<file path="config.mk">
export PLATFORM = sky130hd
export DESIGN_NAME = hdma_engine_v2_flat
export DESIGN_NICKNAME = d
export VERILOG_FILES = /design/src/rtl/hdma_engine_v2_if.sv /design/src/rtl/hdma_engine_v2.sv /design/src/flat_wrapper.sv
export SDC_FILE = /design/constraint.sdc
export NUM_CORES = 1
export LEC_CHECK = 0
export CAP_MARGIN = 10
export CORE_MARGIN = 2
export CORE_UTILIZATION = 55
export DETAILED_ROUTE_END_ITERATION = 10
export PLACE_DENSITY = 0.79
export SETUP_SLACK_MARGIN = 0.1
export SYNTH_ARGS = -nofsm -noshare
export SYNTH_HDL_FRONTEND = slang
export SYNTH_SLANG_ARGS = --single-unit
</file>
<file path="constraint.sdc">
create_clock -name clk4_2 -period 5.3 [get_ports clk4_2]
set_clock_uncertainty 0.05 [all_clocks]
set_input_delay 1.06 -clock clk4_2 [delete_from_list [all_inputs] [get_ports clk4_2]]
set_output_delay 1.06 -clock clk4_2 [all_outputs]
set_load 0.01 [all_outputs]
</file>
<file path="src/rtl/hdma_engine_v2_if.sv">
// Bus bundle between the HDMA register decode / memory muxes and the VRAM DMA engine.
// The slave modport is the engine's view; master is the surrounding system.
interface hdma_engine_v2_if #(
    parameter int SRC_W = 16,
    parameter int DST_W = 13,
    parameter int LEN_W = 7
);
    logic             start;
    logic             start_mode;
    logic [LEN_W-1:0] start_len;
    logic [SRC_W-1:0] src_addr;
    logic [DST_W-1:0] dst_addr;
    logic             hblank;
    logic             lcd_on;
    logic             rd_en;
    logic [SRC_W-1:0] rd_addr;
    logic [7:0]       rd_data;
    logic             wr_en;
    logic [DST_W-1:0] wr_addr;
    logic [7:0]       wr_data;
    logic             cpu_stall;
    logic             active;
    logic [7:0]       hdma5_rd;
    logic             done;

    modport master (
        output start, start_mode, start_len, src_addr, dst_addr, hblank, lcd_on, rd_data,
        input  rd_en, rd_addr, wr_en, wr_addr, wr_data, cpu_stall, active, hdma5_rd, done
    );

    modport slave (
        input  start, start_mode, start_len, src_addr, dst_addr, hblank, lcd_on, rd_data,
        output rd_en, rd_addr, wr_en, wr_addr, wr_data, cpu_stall, active, hdma5_rd, done
    );
endinterface

</file>
<file path="src/rtl/hdma_engine_v2.sv">
// CGB VRAM DMA engine supporting general-purpose (back-to-back) and HBlank (one block per HBlank) transfers.
// Each block reads 2^BLK_LOG2 source bytes and writes them to VRAM one cycle later, stalling the CPU meanwhile.
module hdma_engine_v2 #(
    parameter int SRC_W    = 16,
    parameter int DST_W    = 13,
    parameter int LEN_W    = 7,
    parameter int BLK_LOG2 = 4
) (
    input logic              clk4_2,
    input logic              reset_n,
    hdma_engine_v2_if.slave  bus
);
    localparam int OFF_W = LEN_W + 1 + BLK_LOG2;
    localparam logic [SRC_W-1:0] SRC_MASK = ~SRC_W'((1 << BLK_LOG2) - 1);
    localparam logic [DST_W-1:0] DST_MASK = ~DST_W'((1 << BLK_LOG2) - 1);

    typedef enum logic [1:0] {IDLE, WAIT_HBL, COPY, LAST_WR} state_t;

    state_t              state, state_nx;
    logic [BLK_LOG2-1:0] idx, idx_nx;
    logic [LEN_W:0]      blk, blk_nx;
    logic [LEN_W-1:0]    len, len_nx;
    logic [SRC_W-1:0]    src_base, src_nx;
    logic [DST_W-1:0]    dst_base, dst_nx;
    logic                hdma_mode, mode_nx;
    logic                hblank_pend, pend_nx;
    logic                cancel_pend, cancel_nx;
    logic                restart_pend, restart_nx;
    logic [LEN_W-1:0]    rs_len, rs_len_nx;
    logic [SRC_W-1:0]    rs_src, rs_src_nx;
    logic [DST_W-1:0]    rs_dst, rs_dst_nx;
    logic [OFF_W-1:0]    rd_off, rd_off_nx;

    logic                rd_en_q, rd_en_nx;
    logic [SRC_W-1:0]    rd_addr_q, rd_addr_nx;
    logic                wr_en_q, wr_en_nx;
    logic [DST_W-1:0]    wr_addr_q, wr_addr_nx;
    logic                stall_q, stall_nx;
    logic                active_q, active_nx;
    logic                done_q, done_nx;
    logic [7:0]          hdma5_q, hdma5_nx;

    logic                load_new;
    logic                load_from_bus;
    logic                hdma_req;
    logic                cancel_req;
    logic                last_blk;
    logic [SRC_W-1:0]    src_aligned;
    logic [DST_W-1:0]    dst_aligned;
    logic [LEN_W:0]      rem_m1;

    assign hdma_req    = bus.start && bus.start_mode;
    assign cancel_req  = bus.start && !bus.start_mode;
    assign last_blk    = (blk == {1'b0, len});
    assign src_aligned = bus.src_addr & SRC_MASK;
    assign dst_aligned = bus.dst_addr & DST_MASK;

    // Sequencing: starts, cancels and restarts are only honoured at block boundaries,
    // so a block that has begun always finishes its final write.
    always_comb begin
        state_nx      = state;
        idx_nx        = idx;
        blk_nx        = blk;
        len_nx        = len;
        src_nx        = src_base;
        dst_nx        = dst_base;
        mode_nx       = hdma_mode;
        pend_nx       = hblank_pend;
        cancel_nx     = cancel_pend;
        restart_nx    = restart_pend;
        rs_len_nx     = rs_len;
        rs_src_nx     = rs_src;
        rs_dst_nx     = rs_dst;
        done_nx       = 1'b0;
        load_new      = 1'b0;
        load_from_bus = 1'b0;

        unique case (state)
            IDLE: begin
                if (bus.start) begin
                    load_new      = 1'b1;
                    load_from_bus = 1'b1;
                    state_nx      = (bus.start_mode && bus.lcd_on) ? WAIT_HBL : COPY;
                end
            end
            WAIT_HBL: begin
                if (cancel_req) begin
                    state_nx = IDLE;
                end else if (hdma_req) begin
                    load_new      = 1'b1;
                    load_from_bus = 1'b1;
                    state_nx      = bus.lcd_on ? WAIT_HBL : COPY;
                end else if (bus.hblank || hblank_pend || !bus.lcd_on) begin
                    state_nx = COPY;
                end
            end
            COPY, LAST_WR: begin
                if (bus.hblank) begin
                    pend_nx = 1'b1;
                end
                if (hdma_mode && hdma_req) begin
                    restart_nx = 1'b1;
                    cancel_nx  = 1'b0;
                    rs_len_nx  = bus.start_len;
                    rs_src_nx  = src_aligned;
                    rs_dst_nx  = dst_aligned;
                end else if (hdma_mode && cancel_req) begin
                    cancel_nx  = 1'b1;
                    restart_nx = 1'b0;
                end

                if (state == COPY) begin
                    idx_nx = idx + BLK_LOG2'(1);
                    if (idx == '1) begin
                        state_nx = LAST_WR;
                    end
                end else begin
                    blk_nx = blk + (LEN_W + 1)'(1);
                    if (restart_nx) begin
                        load_new = 1'b1;
                        state_nx = bus.lcd_on ? WAIT_HBL : COPY;
                    end else if (cancel_nx) begin
                        cancel_nx = 1'b0;
                        state_nx  = IDLE;
                    end else if (last_blk) begin
                        done_nx  = 1'b1;
                        state_nx = IDLE;
                    end else if (!hdma_mode || pend_nx || !bus.lcd_on) begin
                        state_nx = COPY;
                    end else begin
                        state_nx = WAIT_HBL;
                    end
                end
            end
            default: state_nx = IDLE;
        endcase

        if (load_new) begin
            src_nx     = load_from_bus ? src_aligned    : rs_src_nx;
            dst_nx     = load_from_bus ? dst_aligned    : rs_dst_nx;
            len_nx     = load_from_bus ? bus.start_len  : rs_len_nx;
            mode_nx    = load_from_bus ? bus.start_mode : 1'b1;
            blk_nx     = '0;
            idx_nx     = '0;
            pend_nx    = 1'b0;
            cancel_nx  = 1'b0;
            restart_nx = 1'b0;
        end

        if (state_nx == COPY && state != COPY) begin
            pend_nx = 1'b0;
        end
    end

    // Outputs are decoded from the next state so they can be registered with it.
    // Writes replay the previous cycle's read offset, matching the 1-cycle read latency.
    always_comb begin
        rd_off_nx  = {blk_nx, idx_nx};
        rd_en_nx   = (state_nx == COPY);
        rd_addr_nx = rd_en_nx ? src_nx + SRC_W'(rd_off_nx) : '0;
        wr_en_nx   = rd_en_q;
        wr_addr_nx = rd_en_q ? dst_base + DST_W'(rd_off) : '0;
        stall_nx   = (state_nx == COPY) || (state_nx == LAST_WR);
        active_nx  = (state_nx != IDLE);
        rem_m1     = {1'b0, len_nx} - blk_nx;

        if (state_nx == IDLE && state == IDLE) begin
            hdma5_nx = hdma5_q;
        end else if (done_nx) begin
            hdma5_nx = 8'hFF;
        end else begin
            hdma5_nx = {~active_nx, 7'(rem_m1)};
        end
    end

    always_ff @(posedge clk4_2 or negedge reset_n) begin
        if (!reset_n) begin
            state        <= IDLE;
            idx          <= '0;
            blk          <= '0;
            len          <= '0;
            src_base     <= '0;
            dst_base     <= '0;
            hdma_mode    <= 1'b0;
            hblank_pend  <= 1'b0;
            cancel_pend  <= 1'b0;
            restart_pend <= 1'b0;
            rs_len       <= '0;
            rs_src       <= '0;
            rs_dst       <= '0;
            rd_off       <= '0;
            rd_en_q      <= 1'b0;
            rd_addr_q    <= '0;
            wr_en_q      <= 1'b0;
            wr_addr_q    <= '0;
            stall_q      <= 1'b0;
            active_q     <= 1'b0;
            done_q       <= 1'b0;
            hdma5_q      <= 8'hFF;
        end else begin
            state        <= state_nx;
            idx          <= idx_nx;
            blk          <= blk_nx;
            len          <= len_nx;
            src_base     <= src_nx;
            dst_base     <= dst_nx;
            hdma_mode    <= mode_nx;
            hblank_pend  <= pend_nx;
            cancel_pend  <= cancel_nx;
            restart_pend <= restart_nx;
            rs_len       <= rs_len_nx;
            rs_src       <= rs_src_nx;
            rs_dst       <= rs_dst_nx;
            rd_off       <= rd_off_nx;
            rd_en_q      <= rd_en_nx;
            rd_addr_q    <= rd_addr_nx;
            wr_en_q      <= wr_en_nx;
            wr_addr_q    <= wr_addr_nx;
            stall_q      <= stall_nx;
            active_q     <= active_nx;
            done_q       <= done_nx;
            hdma5_q      <= hdma5_nx;
        end
    end

    assign bus.rd_en     = rd_en_q;
    assign bus.rd_addr   = rd_addr_q;
    assign bus.wr_en     = wr_en_q;
    assign bus.wr_addr   = wr_addr_q;
    assign bus.wr_data   = bus.rd_data;
    assign bus.cpu_stall = stall_q;
    assign bus.active    = active_q;
    assign bus.done      = done_q;
    assign bus.hdma5_rd  = hdma5_q;
endmodule

</file>
<file path="src/flat_wrapper.sv">
// flat-port wrapper written by rule: the top's interface ports become plain ports
module hdma_engine_v2_flat 
#(
    parameter int SRC_W    = 16,
    parameter int DST_W    = 13,
    parameter int LEN_W    = 7,
    parameter int BLK_LOG2 = 4
)
  (clk4_2, reset_n, bus_start, bus_start_mode, bus_start_len, bus_src_addr, bus_dst_addr, bus_hblank, bus_lcd_on, bus_rd_data, bus_rd_en, bus_rd_addr, bus_wr_en, bus_wr_addr, bus_wr_data, bus_cpu_stall, bus_active, bus_hdma5_rd, bus_done);
  hdma_engine_v2_if #(.SRC_W(SRC_W), .DST_W(DST_W), .LEN_W(LEN_W)) bus_i ();
  input logic clk4_2;
  input logic reset_n;
  input wire logic [$bits(bus_i.start)-1:0] bus_start;
  input wire logic [$bits(bus_i.start_mode)-1:0] bus_start_mode;
  input wire logic [$bits(bus_i.start_len)-1:0] bus_start_len;
  input wire logic [$bits(bus_i.src_addr)-1:0] bus_src_addr;
  input wire logic [$bits(bus_i.dst_addr)-1:0] bus_dst_addr;
  input wire logic [$bits(bus_i.hblank)-1:0] bus_hblank;
  input wire logic [$bits(bus_i.lcd_on)-1:0] bus_lcd_on;
  input wire logic [$bits(bus_i.rd_data)-1:0] bus_rd_data;
  output wire logic [$bits(bus_i.rd_en)-1:0] bus_rd_en;
  output wire logic [$bits(bus_i.rd_addr)-1:0] bus_rd_addr;
  output wire logic [$bits(bus_i.wr_en)-1:0] bus_wr_en;
  output wire logic [$bits(bus_i.wr_addr)-1:0] bus_wr_addr;
  output wire logic [$bits(bus_i.wr_data)-1:0] bus_wr_data;
  output wire logic [$bits(bus_i.cpu_stall)-1:0] bus_cpu_stall;
  output wire logic [$bits(bus_i.active)-1:0] bus_active;
  output wire logic [$bits(bus_i.hdma5_rd)-1:0] bus_hdma5_rd;
  output wire logic [$bits(bus_i.done)-1:0] bus_done;
  assign bus_i.start = bus_start;
  assign bus_i.start_mode = bus_start_mode;
  assign bus_i.start_len = bus_start_len;
  assign bus_i.src_addr = bus_src_addr;
  assign bus_i.dst_addr = bus_dst_addr;
  assign bus_i.hblank = bus_hblank;
  assign bus_i.lcd_on = bus_lcd_on;
  assign bus_i.rd_data = bus_rd_data;
  assign bus_rd_en = bus_i.rd_en;
  assign bus_rd_addr = bus_i.rd_addr;
  assign bus_wr_en = bus_i.wr_en;
  assign bus_wr_addr = bus_i.wr_addr;
  assign bus_wr_data = bus_i.wr_data;
  assign bus_cpu_stall = bus_i.cpu_stall;
  assign bus_active = bus_i.active;
  assign bus_hdma5_rd = bus_i.hdma5_rd;
  assign bus_done = bus_i.done;
  hdma_engine_v2 #(.SRC_W(SRC_W), .DST_W(DST_W), .LEN_W(LEN_W), .BLK_LOG2(BLK_LOG2)) u_core (.clk4_2(clk4_2), .reset_n(reset_n), .bus(bus_i));
endmodule
</file>
==> out/summary.txt, run 1 <==
========================================================================================================
Overall power after layout                                                                       5.50 mW
Critical path class                                                                               in2reg
Post-cts resize count                                                                                  0
Post-synthesis instance total                                                                        648
First-pass GRT wire length                                                                       25.3 mm
Area growth, synth to finish                                                                       20.7%
Post-synth top flop                                                                         sky130_fd_sc_hd__dfrtp_1
Cell area after placement                                                                   0.00754 mm^2
Inserted Diodes                                                                                        0
Die boundary height                                                                               114 um
Proportion of synthesized flip-flops having asynchronous set or reset                               100%
FF+latch count, synth                                                                                132
Overall global routing resource usage                                                              25.2%
Most numerous cell in the Yosys netlist                                                     sky130_fd_sc_hd__dfrtp_1
Placeable Area                                                                               0.0119 mm^2
Fillers                                                                                              919
Top post-synthesis cells by area                                                            sky130_fd_sc_hd__dfrtp_1 47%, sky130_fd_sc_hd__ha_1 6.0%, sky130_fd_sc_hd__mux2_2 4.6%, sky130_fd_sc_hd__nand2_1 4.1%, sky130_fd_sc_hd__nor2_1 3.6%
Clock latency at the later pin of the worst-skew pair                                            0.42 ns
Final-layout setup total negative slack                                                             0 ns
Synthesized net count                                                                                733
Ratio of final minimum period to clock period                                                      89.8%
Path class of the lowest-slack min-delay path                                                    reg2reg
Final instance area                                                                         0.00805 mm^2
Share of cells above drive strength 1                                                              11.4%
Sequential fraction of the synthesis area                                                          49.7%
Last weighted congestion value of the routability-driven placer                                    0.869
First DRT Iteration DRCs                                                                             358
Initial antenna violation count                                                                        0
PortBufs                                                                                              75
Effective utilization at floorplan                                                                 56.0%
EDFF count, synth                                                                                      0
Vias in the first global route                                                                      5095
Maximum number of pins on one net before global-route repair                                          67
Cts bufs inserted                                                                                     17
PD cells                                                                                     683 mW/mm^2
Worst EP arrival                                                                                 5.00 ns
Upper clock frequency limit                                                                      210 MHz
Max-capacitance violation count                                                                        0
Total of endpoints with negative setup slack in the final report                                       0
Number of unique standard cell types used by synthesis                                                58
Routed wire per std cell                                                                         17.5 um
Static power due to leakage                                                                      3.76 nW
Die outline width                                                                                 114 um
TritonCTS clock tree                                                                                 yes
FP Rows                                                                                               40
WHS                                                                                             0.434 ns
Root buf cell                                                                               sky130_fd_sc_hd__clkbuf_16
Sink Count                                                                                           132
Total congestion overflow after global routing                                                         0
Total via count in the routed design                                                                5072
Nature of the critical path endpoint                                                           flip-flop
Sum of net half-perimeters after detailed placement                                              10.8 mm
Count of pins over their slew limit                                                                    0
CTS Hold Bufs                                                                                          0
Setup repair after global routing missed its margin                                                false
Minimum clock period                                                                             4.76 ns
Average instance area after synthesis                                                          10.3 um^2
Result of the run                                                                           finished clean
Number of nets in the finished design                                                                806
Detail Route Antenna Nets                                                                              0
Remaining design rule violation count                                                                  0
Non-Filler Instances                                                                                 881
DIE AREA                                                                                     0.0130 mm^2
Vias per inst                                                                                       5.76
Leading post-synthesis cells by instance count                                              124 x sky130_fd_sc_hd__dfrtp_1, 73 x sky130_fd_sc_hd__nand2_1, 64 x sky130_fd_sc_hd__nor2_1
WL final                                                                                         15.4 mm
Fraction of synthesized cell area taken by the top area cell type                                  46.5%
Synth area leader                                                                           sky130_fd_sc_hd__dfrtp_1
Drt pass-1 iters                                                                                       5
Tightest slew margin relative to the limit                                                         45.7%
Post-CTS clock slew at the launch and capture registers of the worst setup and hold paths        0.05 ns
Maximum clock insertion buffer count                                                                   2
Peak ir drop on the vdd network                                                               0.000394 V
H-Tree Level Count                                                                                     4
Critical path data required time                                                                 5.54 ns
Synthesis Warnings                                                                                     0
Launching element type of the critical path                                                   input port
Number of endpoints with negative hold slack in the final report                                       0
Area of the mapped netlist                                                                  0.00667 mm^2
Total instance count after detailed placement                                                        849
Transition time at the pin with the least slew margin                                           0.814 ns
I/O pin cnt                                                                                          100
Buffers inserted during post-CTS setup optimization                                                    0
Highest net fanout along the worst path                                                               20
========================================================================================================
[report_power, final]
group | leakage, nW | switching (mW) | internal [mW] | total [mW]
clock | 0.252 | 0.405 | 0.617 | 1.02
combinational | 1.91 | 1.43 | 1.31 | 2.74
sequential | 1.59 | 0.255 | 1.49 | 1.74
[layout by cell type (no fill, tap or decap), types with 3 or more instances in the layout]
master	n
sky130_fd_sc_hd__a31oi_1	9
sky130_fd_sc_hd__o21a_1	3
sky130_fd_sc_hd__clkdlybuf4s50_1	74
sky130_fd_sc_hd__ha_1	32
sky130_fd_sc_hd__nand2_1	73
sky130_fd_sc_hd__dfstp_2	8
sky130_fd_sc_hd__nand2b_1	8
sky130_fd_sc_hd__clkbuf_16	17
sky130_fd_sc_hd__o21ai_1	3
sky130_fd_sc_hd__fa_1	3
sky130_fd_sc_hd__nand4_1	5
sky130_fd_sc_hd__inv_1	23
sky130_fd_sc_hd__nand3b_1	4
sky130_fd_sc_hd__dfrtp_1	124
sky130_fd_sc_hd__a21oi_1	22
sky130_fd_sc_hd__o31ai_1	3
sky130_fd_sc_hd__nor2b_1	4
sky130_fd_sc_hd__clkbuf_1	7
sky130_fd_sc_hd__or3_1	9
sky130_fd_sc_hd__nand3_1	20
sky130_fd_sc_hd__clkinv_2	5
sky130_fd_sc_hd__mux2i_1	3
sky130_fd_sc_hd__and3_1	5
sky130_fd_sc_hd__nor3_1	7
sky130_fd_sc_hd__buf_4	15
sky130_fd_sc_hd__mux2_2	27
sky130_fd_sc_hd__o21bai_1	4
sky130_fd_sc_hd__o21ai_0	13
sky130_fd_sc_hd__nor3b_1	3
sky130_fd_sc_hd__a21o_1	17
sky130_fd_sc_hd__a22oi_1	7
sky130_fd_sc_hd__xnor2_1	26
sky130_fd_sc_hd__nor2_1	64
sky130_fd_sc_hd__xor2_1	19
sky130_fd_sc_hd__o22ai_1	13
sky130_fd_sc_hd__and2_1	23
[sequential cells by signal, summed over array words and instances, names as in the netlist]
register,cells
u_core.rs_len,7
u_core.cancel_pend,1
u_core.bus.rd_addr,16
u_core.bus.wr_en,1
u_core.bus.wr_addr,13
u_core.bus.active,1
u_core.state,2
u_core.len,7
u_core.restart_pend,1
u_core.bus.cpu_stall,1
u_core.rs_dst,13
u_core.rd_off,1
u_core.bus.rd_en,1
u_core.rs_src,16
u_core.blk,8
u_core.hdma_mode,1
u_core.idx,3
u_core.bus.hdma5_rd,8
u_core.hblank_pend,1
u_core.dst_base,13
u_core.bus.done,1
u_core.src_base,16
[cells by family (layout without fill, tap and decap cells)]
group           count (synthesis)  count (layout)  synth area share [%]
fa+ha+maj                      35              35                  6.90
xor+xnor                       46              46                  6.27
buf+inv                        59             145                  4.09
mux                            30              30                  5.01
flops                         132             132                  49.7
compound gates                112             112                  11.2
simple gates                  234             234                  16.8
[layer usage]
layer | global-route usage (%) | vias up | share of wire (%)
li1 | - | 2369 | -
met3 | 6.56 | 33 | 5.7
met5 | 0 | - | 0
met2 | 40.7 | 179 | 48
met1 | 33.1 | 2491 | 44
met4 | 9.02 | 0 | 2.2
[worst paths after layout]
check                                      startpoint                          endpoint  slack (ns)  depth (start not counted)
min in group asynchronous                     reset_n  u_core.bus.wr_addr[10]$_DFF_PN0_        0.76                          2
max in group asynchronous                     reset_n  u_core.bus.rd_addr[10]$_DFF_PN0_        3.88                          2
max reg2reg                 u_core.state[1]$_DFF_PN0_  u_core.bus.rd_addr[14]$_DFF_PN0_        1.27                         16
min reg2reg                u_core.rs_src[0]$_DFF_PN0_        u_core.rs_src[0]$_DFF_PN0_        0.43                          1
max                                         bus_start  u_core.bus.rd_addr[14]$_DFF_PN0_        0.54                         16
min                        u_core.rs_src[0]$_DFF_PN0_        u_core.rs_src[0]$_DFF_PN0_        0.43                          1
[stage by stage]
step	setup slack (ns)	utilization, %
final	0.543	67.6
after global routing	0.435	67.6
after CTS	0.662	67.6
after detailed placement	0.255	63.3
after global placement	0.299	63.3
after floorplan	0.889	-
[area by class of cell]
type / count / area, um^2 / share of cell area [%]
clock inverters: 6 / 32.5 / 0.404
clock buffers: 26 / 479 / 5.95
multi-input cells: 457 / 3080 / 38.3
well taps: 147 / 184 / 2.28
inverters: 23 / 86.3 / 1.07
flip-flops and latches: 132 / 3310 / 41.1
repair buffers: 90 / 873 / 10.8
[critical path, stage by stage]
cell	delay, ns
sky130_fd_sc_hd__clkdlybuf4s50_1	0.76
sky130_fd_sc_hd__a21boi_1	0.20
sky130_fd_sc_hd__o21ai_1	0.24
sky130_fd_sc_hd__buf_4	0.18
sky130_fd_sc_hd__nand2_1	0.08
sky130_fd_sc_hd__buf_4	0.22
sky130_fd_sc_hd__nor2_1	0.34
sky130_fd_sc_hd__ha_1	0.34
sky130_fd_sc_hd__nand3b_1	0.12
sky130_fd_sc_hd__nor3_1	0.06
sky130_fd_sc_hd__a2111oi_0	0.62
sky130_fd_sc_hd__buf_4	0.22
sky130_fd_sc_hd__o21a_1	0.20
sky130_fd_sc_hd__o21ai_1	0.10
sky130_fd_sc_hd__xnor2_1	0.17
sky130_fd_sc_hd__nor2_1	0.07
(Power assumes the default switching activity.)
==> run 2, diff against run 1 <==
--- a/config.mk
+++ b/config.mk
@@ -9,7 +9,7 @@
 export CORE_MARGIN = 2
 export CORE_UTILIZATION = 55
 export DETAILED_ROUTE_END_ITERATION = 10
-export PLACE_DENSITY = 0.79
+export PLACE_DENSITY = 0.88
 export SETUP_SLACK_MARGIN = 0.1
 export SYNTH_ARGS = -nofsm -noshare
 export SYNTH_HDL_FRONTEND = slang
==> run 2 against run 1 <==
  * First-iteration DRC count shrank 23%
  * Routed wire length grew 3.5%
  * Maximum frequency grew 3.0%
  * Design area grew 0.23%
  * Cell count shrank 0.45%
  * Clock-buffer cell count shrank 1
  * Via count grew 1.8%
  * Core utilization grew 0.16 points
  * Flip-flop and latch count is the same
  * Global-route usage grew 0.83 points
  * Hold slack gained 0.0014 ns
  * Critical path depth shrank 2
  * Highest routed layer unchanged
==> out/summary.txt, run 2 (synthesized netlist as in run 1, its figures left out) <==
========================================================================================================
Clock latency at the later pin of the worst-skew pair                                            0.43 ns
First DRT Iteration DRCs                                                                             277
Peak ir drop on the vdd network                                                               0.000335 V
Total via count in the routed design                                                                5161
TritonCTS clock tree                                                                                 yes
Remaining design rule violation count                                                                  0
Multi-input logic area                                                                      0.00308 mm^2
Placeable Area                                                                               0.0119 mm^2
Non-Filler Instances                                                                                 877
H-Tree Level Count                                                                                     4
Static power due to leakage                                                                      3.77 nW
Launching element type of the critical path                                                   input port
Inserted Diodes                                                                                        0
Last weighted congestion value of the routability-driven placer                                    0.962
Cts bufs inserted                                                                                     17
Critical path data required time                                                                 5.61 ns
PortBufs                                                                                              75
FF/Latch Area                                                                               0.00331 mm^2
Result of the run                                                                           finished clean
Detail Route Antenna Nets                                                                              0
Logic depth of the worst path, buffers included                                                       14
Crit path from                                                                                 bus_start
First-pass GRT wire length                                                                       26.1 mm
Worst EP arrival                                                                                 4.93 ns
Sink Count                                                                                           132
Overall power after layout                                                                       5.59 mW
Setup crit end                                                                              u_core.bus.rd_addr[15]$_DFF_PN0_
Critical path class                                                                               in2reg
Max-capacitance violation count                                                                        0
Transition time at the pin with the least slew margin                                           0.697 ns
Maximum number of pins on one net before global-route repair                                          50
Total congestion overflow after global routing                                                         0
Met1 routing resource usage after global routing                                                   32.5%
Overall global routing resource usage                                                              26.0%
Total of endpoints with negative setup slack in the final report                                       0
Die boundary height                                                                               114 um
Most frequent cells in the layout                                                           124 x sky130_fd_sc_hd__dfrtp_1, 74 x sky130_fd_sc_hd__clkdlybuf4s50_1, 73 x sky130_fd_sc_hd__nand2_1
Vias per inst                                                                                       5.88
Number of nets in the finished design                                                                804
Hold path startpoint                                                                        u_core.rs_src[2]$_DFF_PN0_
Fillers                                                                                              905
I/O pin cnt                                                                                          100
Setup slack on the worst flop-to-flop path                                                       1.33 ns
Buffers inserted during post-CTS setup optimization                                                    0
DIE AREA                                                                                     0.0130 mm^2
FP Rows                                                                                               40
Tightest slew margin relative to the limit                                                         52.3%
CTS Hold Bufs                                                                                          0
Total instance count after detailed placement                                                        847
Gr busiest metal                                                                                    met2
WL final                                                                                         16.0 mm
Routed wire per std cell                                                                         18.2 um
Count of buffer and inverter cells on the critical path                                                2
Sum of net half-perimeters after detailed placement                                              11.3 mm
Initial antenna violation count                                                                        0
Setup repair after global routing missed its margin                                                false
Post-CTS clock slew at the launch and capture registers of the worst setup and hold paths        0.05 ns
Most common cell after layout, fill and taps aside                                          sky130_fd_sc_hd__dfrtp_1
Count of pins over their slew limit                                                                    0
Ratio of final minimum period to clock period                                                      87.1%
Path class of the lowest-slack min-delay path                                                    reg2reg
Slowest-stage cell, CP                                                                      sky130_fd_sc_hd__clkdlybuf4s50_1
Nature of the critical path endpoint                                                           flip-flop
Die outline width                                                                                 114 um
Critical register-to-register path endpoint                                                 u_core.bus.rd_addr[15]$_DFF_PN0_
Met2 capacity usage during global routing                                                          42.1%
GR Layer Usage met3                                                                                6.25%
Cells traversed along the worst timing path                                                 clkdlybuf4s50_1, and3_1, o21a_1, or3_1, inv_1, ha_1, a21o_1, a21oi_1, nor3_1, a211oi_2, a21oi_2, a311o_1, a311oi_1, a41o_1
Worst flop-to-flop path startpoint                                                          u_core.state[1]$_DFF_PN0_
Root buf cell                                                                               sky130_fd_sc_hd__clkbuf_16
Final-layout setup total negative slack                                                             0 ns
Number of endpoints with negative hold slack in the final report                                       0
Post-cts resize count                                                                                  0
Area growth, synth to finish                                                                       21.0%
Maximum clock insertion buffer count                                                                   2
Stage delay of the slowest cell on the critical path                                             0.64 ns
Minimum clock period                                                                             4.62 ns
Highest net fanout along the worst path                                                               14
Share of cells above drive strength 1                                                              11.4%
Largest delay share family, worst path                                                      compound AO/OA/AOI/OAI gates
FF-to-FF path depth                                                                                   14
PD cells                                                                                     693 mW/mm^2
Vias in the first global route                                                                      5362
Upper clock frequency limit                                                                      217 MHz
Effective utilization at floorplan                                                                 56.0%
Drt pass-1 iters                                                                                       5
========================================================================================================
run 2: power breakdown:
| group | switching, mW | internal, mW | total (mW) |
|---|---|---|---|
| sequential | 0.262 | 1.49 | 1.75 |
| clock | 0.402 | 0.684 | 1.09 |
| combinational | 1.45 | 1.30 | 2.75 |
run 2: through the flow:
step | instance area (um^2) | util [%] | setup slack, ns | hold slack, ns
2_1_floorplan | 6670 | - | 0.889 | 0.400
3_3_place_gp | 7530 | 63.2 | 0.448 | 0.415
3_5_place_dp | 7530 | 63.2 | 0.260 | 0.417
4_1_cts | 8070 | 67.8 | 0.717 | 0.435
5_1_grt | 8070 | 67.8 | 0.450 | 0.440
6_report | 8070 | 67.8 | 0.683 | 0.436
run 2: final cells by class:
class | count | share of cell area, %
clock buffer | 25 | 6.14
multi-input combinational | 457 | 38.2
sequential | 132 | 41.0
timing repair buffer | 88 | 10.6
clock inverter | 5 | 0.620
inverter | 23 | 1.07
tap | 147 | 2.28
run 2: layer usage:
metal | share of wire (%) | vias up
li1 | - | 2362
met1 | 41 | 2541
met2 | 49 | 216
met3 | 6.3 | 42
met4 | 3.3 | 0
met5 | 0 | -
run 2: how the worst min path moves through the flow:
stage / end / slack, ns / cells after the start
final: u_core.rs_src[2]$_DFF_PN0_ / 0.44 / 1
after global routing: u_core.rs_dst[0]$_DFF_PN0_ / 0.44 / 1
after CTS: u_core.rs_dst[0]$_DFF_PN0_ / 0.43 / 1
after detailed placement: u_core.rs_src[1]$_DFF_PN0_ / 0.42 / 1
after global placement: u_core.rs_src[14]$_DFF_PN0_ / 0.41 / 2
after floorplan: u_core.rs_src[14]$_DFF_PN0_ / 0.40 / 2
==> run 3, diff against run 2 <==
--- a/config.mk
+++ b/config.mk
@@ -7,10 +7,10 @@
 export LEC_CHECK = 0
 export CAP_MARGIN = 10
 export CORE_MARGIN = 2
-export CORE_UTILIZATION = 55
+export CORE_UTILIZATION = 64
 export DETAILED_ROUTE_END_ITERATION = 10
-export PLACE_DENSITY = 0.88
-export SETUP_SLACK_MARGIN = 0.1
+export DONT_BUFFER_PORTS = 1
+export PLACE_DENSITY = 0.87
 export SYNTH_ARGS = -nofsm -noshare
 export SYNTH_HDL_FRONTEND = slang
 export SYNTH_SLANG_ARGS = --single-unit
==> run 3 against run 2 <==
  * Hold slack worse by 0.27 ns
  * Highest routed layer unchanged
  * Critical path type is now reg2reg
  * Largest power group unchanged
  * Critical path depth is 1 lower
  * Flip-flop and latch count stayed put
  * Design area is 9.4% lower
  * Clock power is 6% higher
  * Global-route usage is 2.0 points higher
==> out/summary.txt, run 3 (synthesized netlist as in run 1, its figures left out) <==
========================================================================================================
Result of the run                                                                           finished clean
WHS                                                                                             0.161 ns
Setup slack on the worst flop-to-flop path                                                       1.01 ns
Routed wire per std cell                                                                         19.0 um
PD cells                                                                                     725 mW/mm^2
Number of endpoints with negative hold slack in the final report                                       0
Critical path class                                                                              reg2reg
Most common cell after layout, fill and taps aside                                          sky130_fd_sc_hd__dfrtp_1
FP Rows                                                                                               37
Most frequent cells in the layout                                                           124 x sky130_fd_sc_hd__dfrtp_1, 73 x sky130_fd_sc_hd__nand2_1, 64 x sky130_fd_sc_hd__nor2_1
Fillers                                                                                              707
Final instance area                                                                         0.00731 mm^2
Cell area after placement                                                                   0.00672 mm^2
Sum of net half-perimeters after detailed placement                                              10.4 mm
Initial antenna violation count                                                                        0
Non-Filler Instances                                                                                 789
Post-cts resize count                                                                                  0
Post-CTS clock slew at the launch and capture registers of the worst setup and hold paths        0.06 ns
Highest net fanout along the worst path                                                               18
Drt pass-1 iters                                                                                       7
Min setup slack post-route                                                                       1.01 ns
Setup repair after global routing missed its margin                                                false
I/O pin cnt                                                                                          100
Maximum clock insertion buffer count                                                                   2
Launching element type of the critical path                                                    flip-flop
Remaining design rule violation count                                                                  0
Effective utilization at floorplan                                                                 65.2%
TritonCTS clock tree                                                                                 yes
Static power due to leakage                                                                      3.46 nW
Peak ir drop on the vdd network                                                               0.000477 V
Area growth, synth to finish                                                                       9.60%
Minimum clock period                                                                             4.29 ns
Vias per inst                                                                                       6.11
Total instance count after detailed placement                                                        757
Worst Setup Slack post-DPL                                                                      0.745 ns
Share of cells above drive strength 1                                                              12.9%
Cts bufs inserted                                                                                     17
Maximum number of pins on one net before global-route repair                                         133
Vias in the first global route                                                                      4937
Ratio of final minimum period to clock period                                                      81.0%
Worst flop-to-flop path startpoint                                                          u_core.state[1]$_DFF_PN0_
H-Tree Level Count                                                                                     4
Overall power after layout                                                                       5.30 mW
Detail Route Antenna Nets                                                                              0
CTS Hold Bufs                                                                                          0
Max-capacitance violation count                                                                        0
Die outline width                                                                                 106 um
DIE AREA                                                                                     0.0113 mm^2
Upper clock frequency limit                                                                      233 MHz
Die boundary height                                                                               106 um
Total via count in the routed design                                                                4822
Root buf cell                                                                               sky130_fd_sc_hd__clkbuf_8
Worst EP arrival                                                                                 4.73 ns
Crit path from                                                                              u_core.state[1]$_DFF_PN0_
Total congestion overflow after global routing                                                         0
Final Util                                                                                         71.5%
Clock latency at the later pin of the worst-skew pair                                            0.55 ns
Number of nets in the finished design                                                                725
Placeable Area                                                                               0.0102 mm^2
Critical path data required time                                                                 5.73 ns
First-pass GRT wire length                                                                       24.0 mm
Last weighted congestion value of the routability-driven placer                                    0.903
Total of endpoints with negative setup slack in the final report                                       0
Path class of the lowest-slack min-delay path                                                   in2async
Transition time at the pin with the least slew margin                                           0.770 ns
Inserted Diodes                                                                                        0
Overall global routing resource usage                                                              28.0%
Buffers inserted during post-CTS setup optimization                                                    0
Nature of the critical path endpoint                                                           flip-flop
Tightest slew margin relative to the limit                                                         48.5%
Final-layout setup total negative slack                                                             0 ns
WL final                                                                                         15.0 mm
First DRT Iteration DRCs                                                                             255
Count of pins over their slew limit                                                                    0
PortBufs                                                                                               0
Sink Count                                                                                           132
========================================================================================================
[run 3: cell types whose count changed in the layout (fill, tap and decap cells not counted), sizes merged]
cell           before  now
clkbuf             25   18
bufinv              1    3
clkinv              4    6
clkdlybuf4s50      74    0
clkinvlp            0    5
buf                14    9
[run 3: layout make-up]
class	instances	area (um^2)	share of cell area (%)
well taps	136	170	2.33
clock buffers	18	428	5.85
clock inverters	14	161	2.21
flip-flops and latches	132	3310	45.3
multi-input cells	457	3080	42.2
inverters	23	86.3	1.18
repair buffers	9	67.6	0.924
[run 3: final timing paths]
path	depth (start not counted)	to
worst max-delay path	13	u_core.bus.rd_addr[15]$_DFF_PN0_
worst min-delay path	0	u_core.bus.wr_addr[9]$_DFF_PN0_
worst max register to register	13	u_core.bus.rd_addr[15]$_DFF_PN0_
worst min register to register	1	u_core.rs_dst[0]$_DFF_PN0_
max in group asynchronous	0	u_core.bus.hdma5_rd[7]$_DFFE_PN1N_
min in group clk4_2	1	u_core.rs_dst[0]$_DFF_PN0_
[run 3: per-layer routing]
metal,track usage (%),wire length [um],vias to the layer above
met5,0,0,-
met3,8.65,907,36
met2,46.3,7500,172
met4,12.2,386,0
li1,-,-,2207
met1,34.1,6180,2407
[run 3: worst max-delay path, cell delays in order, from the launching register on]
cell                       delay (ns)
sky130_fd_sc_hd__dfrtp_1         0.65
sky130_fd_sc_hd__nand4_1         0.67
sky130_fd_sc_hd__buf_4           0.47
sky130_fd_sc_hd__and2_1          0.20
sky130_fd_sc_hd__nand2_1         0.07
sky130_fd_sc_hd__nand2_1         0.08
sky130_fd_sc_hd__ha_1            0.36
sky130_fd_sc_hd__a21oi_1         0.29
sky130_fd_sc_hd__nor3_1          0.10
sky130_fd_sc_hd__a211oi_2        0.31
sky130_fd_sc_hd__a21oi_2         0.14
sky130_fd_sc_hd__a311o_1         0.40
sky130_fd_sc_hd__a311oi_1        0.27
sky130_fd_sc_hd__a41o_1          0.14
[run 3: report_power, final]
part,switching (mW),internal (mW)
combinational,1.29,1.02
clock,0.433,0.723
sequential,0.343,1.49
total,2.06,3.24
